File: config.mk
export PLATFORM = sky130hd
export DESIGN_NAME = nibble_bus_demux
export DESIGN_NICKNAME = d
export VERILOG_FILES = /design/src/rtl/nibble_bus_demux.sv
export SDC_FILE = /design/constraint.sdc
export NUM_CORES = 1
export LEC_CHECK = 0
export CAP_MARGIN = 40
export CORE_MARGIN = 2
export CORE_UTILIZATION = 48
export CTS_BUF_LIST = sky130_fd_sc_hd__clkbuf_2 sky130_fd_sc_hd__clkbuf_4 sky130_fd_sc_hd__clkbuf_8
export CTS_CLUSTER_DIAMETER = 100
export CTS_CLUSTER_SIZE = 24
export DETAILED_ROUTE_END_ITERATION = 12
export PLACE_DENSITY = 0.85
export SETUP_SLACK_MARGIN = 0.2
export SYNTH_ARGS = -nofsm -noshare
export SYNTH_HDL_FRONTEND = slang
export SYNTH_SLANG_ARGS = --single-unit
File: constraint.sdc
create_clock -name clk -period 1.65 [get_ports clk]
set_clock_uncertainty 0.05 [all_clocks]
set_input_delay 0.33 -clock clk [delete_from_list [all_inputs] [get_ports clk]]
set_output_delay 0.33 -clock clk [all_outputs]
set_load 0.01 [all_outputs]
File: src/rtl/nibble_bus_demux.sv
// Receiver for a '157-style nibble-multiplexed bus: steers the upstream selector,
// samples low then high nibble, and presents the assembled word over valid/ready.
module nibble_bus_demux #(
   parameter int WIDTH  = 4,
   parameter int SETTLE = 1
) (
   input  logic               clk,
   input  logic               rst_n,
   input  logic               start,
   input  logic [WIDTH-1:0]   bus_in,
   output logic               sel_out,
   output logic               en_n_out,
   output logic               busy,
   output logic [2*WIDTH-1:0] data_out,
   output logic               valid,
   input  logic               ready
);

   localparam logic [1:0] IDLE    = 2'd0;
   localparam logic [1:0] LO_WAIT = 2'd1;
   localparam logic [1:0] HI_WAIT = 2'd2;
   localparam logic [1:0] HOLD    = 2'd3;

   localparam logic [3:0] SETTLE_CNT = 4'(SETTLE);

   logic [1:0]       state;
   logic [3:0]       cnt;
   logic [WIDTH-1:0] lo_nibble;

   // Outputs are registered alongside the state so they always reflect the state being entered.
   always_ff @(posedge clk or negedge rst_n) begin
      if (!rst_n) begin
         state     <= IDLE;
         cnt       <= 4'd0;
         lo_nibble <= '0;
         data_out  <= '0;
         valid     <= 1'b0;
         sel_out   <= 1'b0;
         en_n_out  <= 1'b1;
         busy      <= 1'b0;
      end else begin
         case (state)
            IDLE: begin
               if (start) begin
                  state    <= LO_WAIT;
                  cnt      <= SETTLE_CNT;
                  en_n_out <= 1'b0;
                  sel_out  <= 1'b0;
                  busy     <= 1'b1;
               end
            end
            LO_WAIT: begin
               if (cnt != 4'd0) begin
                  cnt <= cnt - 4'd1;
               end else begin
                  lo_nibble <= bus_in;
                  cnt       <= SETTLE_CNT;
                  sel_out   <= 1'b1;
                  state     <= HI_WAIT;
               end
            end
            HI_WAIT: begin
               if (cnt != 4'd0) begin
                  cnt <= cnt - 4'd1;
               end else begin
                  // Whole word lands in one edge, so no partial word is ever visible.
                  data_out <= {bus_in, lo_nibble};
                  valid    <= 1'b1;
                  sel_out  <= 1'b0;
                  en_n_out <= 1'b1;
                  busy     <= 1'b0;
                  state    <= HOLD;
               end
            end
            default: begin
               if (ready) begin
                  valid <= 1'b0;
                  if (start) begin
                     state    <= LO_WAIT;
                     cnt      <= SETTLE_CNT;
                     en_n_out <= 1'b0;
                     busy     <= 1'b1;
                  end else begin
                     state <= IDLE;
                  end
               end
            end
         endcase
      end
   end

endmodule

; ---- After elaboration in Yosys (flattened, before gate mapping)
; Cells that the tools add are included.
; W data, S select, Z words.
[op_classes]
add_sub_neg = 1
eq_ne = 6
mux = 23
bitwise_logic = 3
reduce_logical = 14
[ops]
columns = operator, count
row1 = $mux W4, 4
row2 = $pmux W4 S3, 1
row3 = $mux W1, 9
row4 = $pmux W1 S3, 3
row5 = $mux W2, 4
row6 = $ne A2 B2 Y1 const B, 4
row7 = $reduce_and A4 Y1, 2
row8 = $reduce_bool A4 Y1, 2
row9 = $pmux W2 S3, 1
row10 = $reduce_and A2 Y1, 3
row11 = $reduce_and A3 Y1, 2
row12 = $reduce_bool A3 Y1, 2
row13 = $sub A4 B1 Y4 const B, 1
row14 = $not A1 Y1, 3
row15 = $eq A2 B1 Y1 const B, 1
row16 = $eq A2 B2 Y1 const B, 1
row17 = $logic_not A2 Y1, 1
row18 = $pmux W1 S2, 1
row19 = $reduce_bool A2 Y1, 1
row20 = $reduce_or A2 Y1, 1
[totals]
register_bits = 22
input_bits = 8
output_inout_bits = 12
wordCells = 55

; ---- Longest topological paths before layout
; Gate-level depths: netlist of the first run.
[depth]
word_depth = 4
depth_mapped = 6
ltp_nobuf = 5

; ---- Worst setup path before layout of the first run
; OpenSTA, ideal clock, no wires.
[synth_timing]
path_type = reg2reg
start = register state[1]
end = register state[0]
setup_time_ns = 0.128
arrival_time_ns = 1.589
required_time_ns = 1.472
path_slack_ns = -0.116
stages_incl_launch_ff = 7
path_buffers = 1
synth_period_minus_slack_ns = 1.766
path_cell_list = dfrtp_1 inv_1 ha_1 clkbuf_1 or2_0 a211oi_2 mux2_1
[synth_between]
elab_chain_cells = 3
elab_cells_between_ends = 9
cone_classes = eq/ne: 5 / mux: 1 / reduce/logical: 3
[synth_rtl]
columns = item, line_no
row1 = start: declaration, 26  ; logic [1:0] state;
row2 = start signal: assignment, 33  ; state <= IDLE;
row3 = start signal: assignment, 45  ; state <= LO_WAIT;
row4 = start signal: assignment, 59  ; state <= HI_WAIT;
row5 = "$eq A2 B2 Y1, or another cell as far along", 42  ; case (state)
row6 = $reduce_bool A4 Y1 (no source line) / $ne A2 B2 Y1 (equally long branches), --
row7 = $reduce_and A4 Y1 (no source line), --
; Parallel ways exist; a longest one is shown, timed or not.
; A chain may end at the register's enable or synchronous reset.

; ---- Worst setup path in the final report of the first run
[layout_timing]
start = register cnt[1]
end = register state[0]
[layout_between]
elab_chain_cells = 3
elab_cells_between_ends = 4
cone_classes = eq/ne: 2 / reduce/logical: 2
[layout_rtl]
columns = item, line_no
row1 = start: declaration, 27  ; logic [3:0] cnt;
row2 = start signal: assignment, 54  ; cnt <= cnt - 4'd1;
row3 = start signal: assignment, 64  ; cnt <= cnt - 4'd1;
row4 = $reduce_bool A4 Y1 (*), "53, 63"
row5 = $ne A2 B2 Y1 (no source line), --
row6 = $reduce_and A4 Y1 (no source line) (*), --
row7 = end signal: assignment, 59
row8 = end signal: assignment, 72  ; state <= HOLD;
row9 = end signal: assignment, 79  ; state <= LO_WAIT;
; Mark *: on every way between the ends. The rest lies on a longest branch, timed or not.

==> results of run 1 <==
[through the flow]
step | cells | TNS (ps) | setup slack, ps | utilization, %
finish | 182 | -2231 | -221.1 | 89.43
global route | 182 | -3098 | -227.5 | 89.43
CTS | 173 | -242.8 | -124.9 | 77.96
detailed placement | 161 | -430.8 | -138.2 | 68.76
global placement | 161 | -202.6 | -73.10 | 68.76
floorplan | 93 | -177.9 | -88.97 | -
[power by group]
group          internal (W)  switching [W]
combinational       0.00169        0.00138
clock              0.000246       0.000180
sequential         0.000791       0.000163
[synth_stat cells, types with 2 or more instances]
| library cell | instances |
|---|---|
| o21ai_0 | 5 |
| mux2_1 | 2 |
| nor2_1 | 4 |
| o2bb2ai_1 | 4 |
| mux2_2 | 12 |
| a22o_1 | 2 |
| ha_1 | 6 |
| a2bb2oi_1 | 2 |
| nor2b_1 | 2 |
| a21oi_1 | 3 |
| nor3_1 | 3 |
| nor4_1 | 2 |
| nand2_1 | 4 |
| inv_1 | 6 |
| dfrtp_1 | 21 |
[registers in the layout (all words and copies together), names as in the netlist]
signal     count
state          2
busy           1
valid          1
lo_nibble      4
data_out       8
sel_out        1
cnt            4
en_n_out       1
[worst reg2reg max path, cell delays in order (launching register included)]
cell and delay (ps):
dfrtp_1 430, inv_2 100, ha_4 140, or3b_4 400, a211oi_4 320, mux2_4 340
[worst max path at each step]
stage / from / depth (start not counted) / endpoint / slack [ps]
2_1_floorplan: cnt[0]$_DFFE_PN0P_ / 5 / state[0]$_DFFE_PN0P_ / -90
4_1_cts: cnt[0]$_DFFE_PN0P_ / 5 / state[1]$_DFFE_PN0P_ / -120
6_report: cnt[1]$_DFFE_PN0P_ / 5 / state[0]$_DFFE_PN0P_ / -220
3_3_place_gp: cnt[1]$_DFFE_PN0P_ / 5 / state[1]$_DFFE_PN0P_ / -70
5_1_grt: cnt[1]$_DFFE_PN0P_ / 5 / state[0]$_DFFE_PN0P_ / -230
3_5_place_dp: cnt[0]$_DFFE_PN0P_ / 5 / state[1]$_DFFE_PN0P_ / -140
[cell type report]
type	count	area (sq um)	share of cell area (%)
tap	28	35.03	1.788
inverter	6	22.52	1.149
sequential	22	551.8	28.16
multi-input combinational	63	788.3	40.23
timing repair buffer	59	509.2	25.99
clock inverter	1	30.03	1.533
clock buffer	3	22.52	1.149
[logic make-up after synthesis]
family	share of synthesized area [%]
buffers and inverters	2.846
multiplexers	14.35
adder cells (fa/ha/maj)	6.834
AND/OR/NAND/NOR	11.27
AO/OA/AOI/OAI	14.46
flip-flops	50.23
[routing by layer]
metal	vias to the layer above	part of all wire, %
met2	47	48
met1	532	44
met5	-	0
li1	458	-
met3	14	4.5
met4	0	3.9
[what timing repair did]
item	in CTS	in global routing
resized for setup	42	39
endpoints found under the setup margin	31	22
buffers inserted	8	9
pin swaps	7	14
==> impl_metrics.yaml, run 1 <==
hold_path:
  hold_class: "input port to asynchronous set/reset pin"
final_layout:
  drive_gt1_share_pct: 59.74
  fillers: 93
  n_antenna_cell: 0
  final_common_cell: "buf_4"
  area_delta_synth_final_pct: 78.36
  final_nets: 169
  final_cell_area_sq_mm: 0.001959
  most-common-layout-cells: "buf_4, dfrtp_1, mux2_4"
route:
  first_pass_iters: 4
  routedWlPerCell_um: 22.03
  wl_um: 4009
  vias: 1051
  drtIter0Drc: 18
  final_antenna_net_count: 0
  viasPerCell: 5.775
  drc: 0
worst_setup_path:
  cp_data_required_time_ps: 1820
  cp_cell_sequence: "inv_2 -> ha_4 -> or3b_4 -> a211oi_4 -> mux2_4"
  cp_slowest_stage_delay_ps: 430
  end_kind: "register"
  critical_path_arrival_ps: 2040
  critical_path_buf_inv_count: 1
  critical_path.slowest_cell: "dfrtp_1"
  start_kind: "register"
  r2r_end: "state[0]$_DFFE_PN0P_"
  rr_worst_depth: 5
  regToRegStartpoint: "cnt[1]$_DFFE_PN0P_"
  criticalPathCategory: "register to register"
  cp_max_fo: 2
  critPathTopFamily: "flip-flops"
  ff2ff_setup_slack_ps: -220
floorplan:
  initial_core_util_pct: 50.14
  die_h_um: 51.84
  core_sq_mm: 0.002191
  ioPinCount: 20
  die_area_sq_mm: 0.002687
  die_w_um: 51.84
  core.rowCount: 17
synth:
  syn_area_sq_mm: 0.001099
  ys_types: 30
  syn_nets: 107
  synth-async-reset-ratio_pct: 100.0
  ys_warn_count: 0
  synthesis.instances: 93
  synth_top_area_share_pct: 47.84
  synth-edff-count: 0
  synth_area_per_cell_sq_um: 11.81
  ys_seq_area_share_pct: 50.23
  synth_flop_cell: "dfrtp_1"
  synth-seq-cells: 22
  synth_top_cells_by_area: "dfrtp_1, mux2_2, ha_1, o2bb2ai_1, dfstp_2"
  yosys.area.top_type: "dfrtp_1"
clock_network:
  cts_hold_buffers: 0
  tritoncts: "yes"
  root_buffer: "clkbuf_4"
  htreeDepth: 1
  cts_buffers: 3
  insertion_delay_ps: 320
  clkSinkCount: 22
  clk_pin_slew_ps: 130
  clk_path_buf_depth: 2
power:
  fin_total_pwr_w: 0.004450
  power_density_mw_per_mm2: 2271
  ir_worst_vdd_mv: 1.518
  p_leak_nw: 0.9043
outcome:
  status: "finished, violations left"
  violations: "negative setup slack"
global_route:
  grt_max_degree: 23
  use_met1_pct: 34.02
  grt.overflow.total: 0
  grt_pass1_wl_um: 5382
  grt_pass1_vias: 1102
  met2_usage_pct: 48.73
  antenna_found_initial: 0
  gr-usage-met3_pct: 4.885
  grt_most_used_layer: "met2"
  track_usage_pct: 28.26
placed_design:
  dpl-instance-area_sq_mm: 0.001506
  dpl.hpwl_um: 1845
  portBuffers: 19
  place.gp.congestion: 0.8194
timing:
  max_slew.worst_pin.slew_ps: 391.8
  finalSetupViolations: 22
  postLayoutSetupSlackWorst_ps: -221.1
  slew_violations: 0
  hold_ws_ps: 320.2
  fmax_mhz: 534.4
  max_slew_margin_pct: 73.66
  final.min_clock_period_ps: 1871
  post-route-period-util_pct: 113.4
  rsz0062_at_grt: "true"
  hold_violations: 0
flow_run:
  cap_violations: 0
(Power assumes the default switching activity.)
==> run 2: changes to the inputs <==
--- a/config.mk
+++ b/config.mk
@@ -10,10 +10,10 @@
 export CORE_UTILIZATION = 48
 export CTS_BUF_LIST = sky130_fd_sc_hd__clkbuf_2 sky130_fd_sc_hd__clkbuf_4 sky130_fd_sc_hd__clkbuf_8
 export CTS_CLUSTER_DIAMETER = 100
-export CTS_CLUSTER_SIZE = 24
 export DETAILED_ROUTE_END_ITERATION = 12
-export PLACE_DENSITY = 0.85
+export PLACE_DENSITY = 0.77
 export SETUP_SLACK_MARGIN = 0.2
 export SYNTH_ARGS = -nofsm -noshare
 export SYNTH_HDL_FRONTEND = slang
 export SYNTH_SLANG_ARGS = --single-unit
+export TNS_END_PERCENT = 30
==> run 2 against run 1 <==
  * The flow still finishes with violations (negative setup slack)
  * Die area unchanged
  * Core utilization fell by 7.7 points
  * Register-to-register slack better by 90 ps
  * Worst setup slack gained 88 ps
  * Count of clock-buffer cells in the layout unchanged
  * Fmax increased by 4.9%
  * Clock power decreased by 0.9%
  * Critical path depth unchanged
  * Flip-flop and latch count unchanged
  * Wire length shrank 20%
  * Global-route usage down 0.57 points
  * Sequential power about the same
  * Largest power group unchanged
==> impl_metrics.yaml, run 2 (same netlist as run 1, synthesis figures left out) <==
placed_design:
  portBuffers: 19
  dpl-instance-area_sq_mm: 0.001485
  dpl_worst_slack_ps: -170.1
  dpl.hpwl_um: 1821
  place.gp.congestion: 0.8765
  dp.cells: 159
global_route:
  grt_pass1_vias: 1052
  grt.overflow.total: 0
  grt_pass1_wl_um: 5202
  track_usage_pct: 27.69
  antenna_found_initial: 0
  grt_max_degree: 23
final_layout:
  top_register: "data_out"
  fin_cells: 171
  final_cell_area_sq_mm: 0.001790
  drive_gt1_share_pct: 53.15
  area_delta_synth_final_pct: 62.98
  seqCellArea_sq_um: 553.0
  reg.largest.list: "data_out x8, cnt x4, lo_nibble x4"
  final_nets: 158
  fillers: 110
  largest_reg_flops: 8
  multi_input_area_sq_um: 723.2
  most-common-layout-cells: "buf_4, dfrtp_1, mux2_4"
  n_antenna_cell: 0
  final_common_cell: "buf_4"
clock_network:
  cts_hold_buffers: 0
  clk_pin_slew_ps: 130
  root_buffer: "clkbuf_4"
  clkSinkCount: 22
  htreeDepth: 1
  insertion_delay_ps: 310
  cts_buffers: 3
  tritoncts: "yes"
  clk_path_buf_depth: 2
worst_setup_path:
  cp-endpoint: "state[1]$_DFFE_PN0P_"
  cp_max_fo: 3
  cp_cell_sequence: "buf_6 -> ha_4 -> or2_4 -> a211oi_4 -> mux2_4"
  critical_path.slowest_cell: "dfrtp_1"
  critical_path_arrival_ps: 1950
  crit_path_start: "state[0]$_DFFE_PN0P_"
  rr_worst_depth: 5
  regToRegStartpoint: "state[0]$_DFFE_PN0P_"
  cp_slowest_stage_delay_ps: 460
  r2r_end: "state[1]$_DFFE_PN0P_"
  cp_data_required_time_ps: 1810
  end_kind: "register"
  start_kind: "register"
  critical_path_buf_inv_count: 1
  criticalPathCategory: "register to register"
  critPathTopFamily: "flip-flops"
  worstSetupPathDepth: 5
  ff2ff_setup_slack_ps: -130
timing:
  max_slew.worst_pin.slew_ps: 365.8
  slew_violations: 0
  post-route-period-util_pct: 108.1
  final.min_clock_period_ps: 1783
  postLayoutSetupSlackWorst_ps: -133.1
  rsz0062_at_grt: "true"
  fmax_mhz: 560.8
  max_slew_margin_pct: 75.61
  finalSetupViolations: 4
  setup_tns_ps: -295.9
  hold_violations: 0
route:
  drtIter0Drc: 16
  routedWlPerCell_um: 18.73
  viasPerCell: 5.719
  wl_um: 3203
  vias: 978
  first_pass_iters: 4
  drc: 0
  final_antenna_net_count: 0
floorplan:
  ioPinCount: 20
  core_sq_mm: 0.002191
  die_h_um: 51.84
  die_area_sq_mm: 0.002687
  die_w_um: 51.84
  initial_core_util_pct: 50.14
  core.rowCount: 17
outcome:
  status: "finished, violations left"
  violations: "negative setup slack"
hold_path:
  hold_class: "input port to asynchronous set/reset pin"
power:
  p_leak_nw: 0.8373
  power_density_mw_per_mm2: 2197
  fin_total_pwr_w: 0.003934
  ir_worst_vdd_mv: 1.507
flow_run:
  cap_violations: 0
==> run 2: power by group <==
group | leakage [nW] | switching, W | internal [W]
Sequential | 0.263 | 0.000160 | 0.000794
Combinational | 0.546 | 0.00114 | 0.00141
Clock | 0.0279 | 0.000176 | 0.000246
==> run 2: worst register-to-register path, delay by kind of cell, from the launching register on <==
kind | cells | cell delay [ps]
flip-flops | 1 | 460
multiplexers | 1 | 330
AO/OA/AOI/OAI | 1 | 290
AND/OR/NAND/NOR | 1 | 260
adder cells (fa/ha/maj) | 1 | 150
buffers and inverters | 1 | 140
==> run 2: layout make-up <==
type / count / area share [%]
Timing Repair Buffer: 48 / 22.57
Clock buffer: 3 / 1.258
Tap cell: 28 / 1.957
Sequential cell: 22 / 30.89
Inverter: 6 / 1.258
Clock inverter: 1 / 1.677
Multi-Input combinational cell: 63 / 40.39
==> run 2: metal layers <==
layer  vias up  track usage (%)  wire, um
li1        435                -         -
met5         -                0         0
met4         0            16.67        99
met3        15            4.885       103
met2        29            47.47      1622
met1       499            31.89      1378
==> run 2: repair_timing <==
action / 4_1_cts / 5_1_grt
pin swaps: 10 / 6
buffers inserted: 5 / 3
gates resized for setup: 59 / 8
endpoints found under the setup margin: 32 / 22
hold endpoints to repair: 0 / 0
==> run 2: worst min path at each step <==
| stage | slack (ps) | startpoint | cells after the start | to |
|---|---|---|---|---|
| floorplan | -20 | rst_n | 0 | busy$_DFFE_PN0P_ |
| global placement | 430 | lo_nibble[2]$_DFFE_PN0P_ | 1 | data_out[2]$_DFFE_PN0P_ |
| detailed placement | 440 | data_out[5]$_DFFE_PN0P_ | 1 | data_out[5]$_DFFE_PN0P_ |
| CTS | 300 | rst_n | 2 | sel_out$_DFFE_PN0P_ |
| global route | 320 | rst_n | 2 | cnt[3]$_DFFE_PN0P_ |
| finish | 290 | rst_n | 2 | cnt[2]$_DFFE_PN0P_ |
==> run 2: per-stage QoR <==
stage	util, %	hold WS [ps]
floorplan	-	-15.59
detailed placement	67.79	442.3
CTS	79.04	304.2
global placement	67.79	433.3
finish	81.72	285.9
global route	81.72	318.6
==> run 3: changes to the inputs <==
--- a/config.mk
+++ b/config.mk
@@ -6,10 +6,12 @@
 export NUM_CORES = 1
 export LEC_CHECK = 0
 export CAP_MARGIN = 40
+export CORE_ASPECT_RATIO = 0.75
 export CORE_MARGIN = 2
 export CORE_UTILIZATION = 48
-export CTS_BUF_LIST = sky130_fd_sc_hd__clkbuf_2 sky130_fd_sc_hd__clkbuf_4 sky130_fd_sc_hd__clkbuf_8
+export CTS_BUF_LIST = sky130_fd_sc_hd__clkbuf_4 sky130_fd_sc_hd__clkbuf_8
 export CTS_CLUSTER_DIAMETER = 100
+export CTS_CLUSTER_SIZE = 8
 export DETAILED_ROUTE_END_ITERATION = 12
 export PLACE_DENSITY = 0.77
 export SETUP_SLACK_MARGIN = 0.2
==> run 3 against run 2 <==
  * The flow still finishes with violations (negative setup slack)
  * Design area is 8.9% lower
  * Critical path depth stayed put
  * Cell count is 4.7% lower
  * Via count is 3.8% lower
  * Non-clock buffer count is 4 lower
  * Sequential share of layout area is 3.0 points higher
  * Combinational power is 23% lower
  * Worst hold slack better by 7.0 ps
  * Flip-flop and latch count stayed put
  * Sequential power is 1% lower
  * Power is 15% lower
==> impl_metrics.yaml, run 3 (same netlist as run 1, synthesis figures left out) <==
outcome:
  status: "finished, violations left"
  violations: "negative setup slack"
timing:
  rsz0062_at_grt: "true"
  fmax_mhz: 576.0
  postLayoutSetupSlackWorst_ps: -86.20
  slew_violations: 0
  max_slew_margin_pct: 81.79
  setup_tns_ps: -295.8
  final.min_clock_period_ps: 1736
  max_slew.worst_pin.slew_ps: 270.8
  post-route-period-util_pct: 105.2
  hold_violations: 0
  finalSetupViolations: 9
route:
  drtIter0Drc: 14
  wl_um: 2658
  routedWlPerCell_um: 16.31
  viasPerCell: 5.773
  drc: 0
  vias: 941
  first_pass_iters: 4
  final_antenna_net_count: 0
power:
  p_sw_share_pct: 36.98
  internal_power_w: 0.002097
  power_density_mw_per_mm2: 2042
  combPwrFrac_pct: 59.4
  p_leak_nw: 0.7366
  power.net_switching_w: 0.001231
  power.share.clock_pct: 12.3
  ir_worst_vdd_mv: 1.048
  seqPwrFrac_pct: 28.3
floorplan:
  die_h_um: 45.43
  die_w_um: 59.24
  initial_core_util_pct: 52.70
  die_area_sq_mm: 0.002691
  ioPinCount: 20
  core.rowCount: 14
  core_sq_mm: 0.002085
placed_design:
  place.gp.congestion: 0.8703
  dpl.hpwl_um: 1872
  portBuffers: 19
global_route:
  grt_max_degree: 23
  track_usage_pct: 21.56
  grt_pass1_vias: 939
  grt_pass1_wl_um: 4160
  grt.overflow.total: 0
  antenna_found_initial: 0
worst_setup_path:
  cp_cell_sequence: "inv_2 -> ha_4 -> or3b_4 -> a211oi_2 -> mux2_1"
  criticalPathCategory: "register to register"
  cp_data_required_time_ps: 1810
  cp_max_fo: 3
  critical_path_arrival_ps: 1900
  start_kind: "register"
  end_kind: "register"
  cp_slowest_stage_delay_ps: 410
  critical_path.slowest_cell: "dfrtp_1"
clock_network:
  root_buffer: "clkbuf_4"
  cts_hold_buffers: 0
  clkSinkCount: 22
  cts_buffers: 3
  clk_path_buf_depth: 2
  insertion_delay_ps: 310
  htreeDepth: 1
  clk_pin_slew_ps: 130
  tritoncts: "yes"
final_layout:
  n_antenna_cell: 0
  final_nets: 154
  most-common-layout-cells: "buf_4, dfrtp_1, mux2_2"
  area_delta_synth_final_pct: 48.41
  final_util_pct: 78.21
  final_common_cell: "buf_4"
  fillers: 135
  largest_reg_flops: 8
  drive_gt1_share_pct: 47.48
  reg.largest.list: "data_out x8, cnt x4, lo_nibble x4"
  top_register: "data_out"
hold_path:
  hold_class: "input port to asynchronous set/reset pin"
flow_run:
  cap_violations: 0
-- run 3: stage by stage --
stage | std cells | hold WS [ps] | area, sq um | total power (W) | setup slack [ps]
floorplan | 93 | -15.59 | 1111 | 0.001896 | -88.97
global placement | 155 | 434.3 | 1480 | 0.002598 | -84.63
detailed placement | 155 | 443.1 | 1480 | 0.002665 | -117.8
CTS | 162 | 297.1 | 1563 | 0.003091 | -89.82
global route | 163 | 317.4 | 1630 | 0.003524 | -137.9
finish | 163 | 292.9 | 1630 | 0.003328 | -86.20
-- run 3: path summary, 6_finish.rpt --
kind | slack, ps | endpoint | from | depth (start not counted)
worst max-delay path | -90 | state[0]$_DFFE_PN0P_ | cnt[1]$_DFFE_PN0P_ | 5
worst min-delay path | 290 | sel_out$_DFFE_PN0P_ | rst_n | 2
worst max register to register | -90 | state[0]$_DFFE_PN0P_ | cnt[1]$_DFFE_PN0P_ | 5
worst min register to register | 460 | data_out[3]$_DFFE_PN0P_ | data_out[3]$_DFFE_PN0P_ | 1
max in group asynchronous | 970 | en_n_out$_DFFE_PN1P_ | rst_n | 2
min in group clk | 460 | data_out[3]$_DFFE_PN0P_ | data_out[3]$_DFFE_PN0P_ | 1
-- run 3: repair_timing --
action | CTS | global route
buffers inserted | 3 | 1
setup endpoints to repair | 32 | 20
pin swaps | 3 | 4
gates resized for setup | 27 | 12
gates cloned | 0 | 0
-- run 3: critical path: cells and delay by family (launching register included) --
kind | cells | cell delay, ps
buf+inv | 1 | 90
flops | 1 | 410
simple gates | 1 | 380
compound gates | 1 | 240
mux | 1 | 340
fa+ha+maj | 1 | 140
-- run 3: per-layer routing --
layer / wire length (um) / GRT usage, % / up-vias
li1: - / - / 434
met1: 1146 / 27.44 / 451
met2: 1277 / 35.60 / 46
met3: 178 / 5.398 / 10
met4: 55 / 8.636 / 0
met5: 0 / 0 / -
-- run 3: cell type report --
cell class	count	area (sq um)	area share (%)
clock buffer	3	22.52	1.381
multi-input combinational	63	609.3	37.38
clock inverter	1	30.03	1.842
sequential	22	553.0	33.92
timing repair buffer	44	362.8	22.26
tap	24	30.03	1.842
inverter	6	22.52	1.381
-- run 3: power by group through the flow --
stage                     registers, W  clock network (W)  logic (W)
after floorplan               0.000999                  0   0.000897
after global placement        0.000929                  0    0.00167
after detailed placement      0.000946                  0    0.00172
after CTS                     0.000932           0.000421    0.00174
after global routing          0.000977           0.000438    0.00211
final                         0.000943           0.000408    0.00198
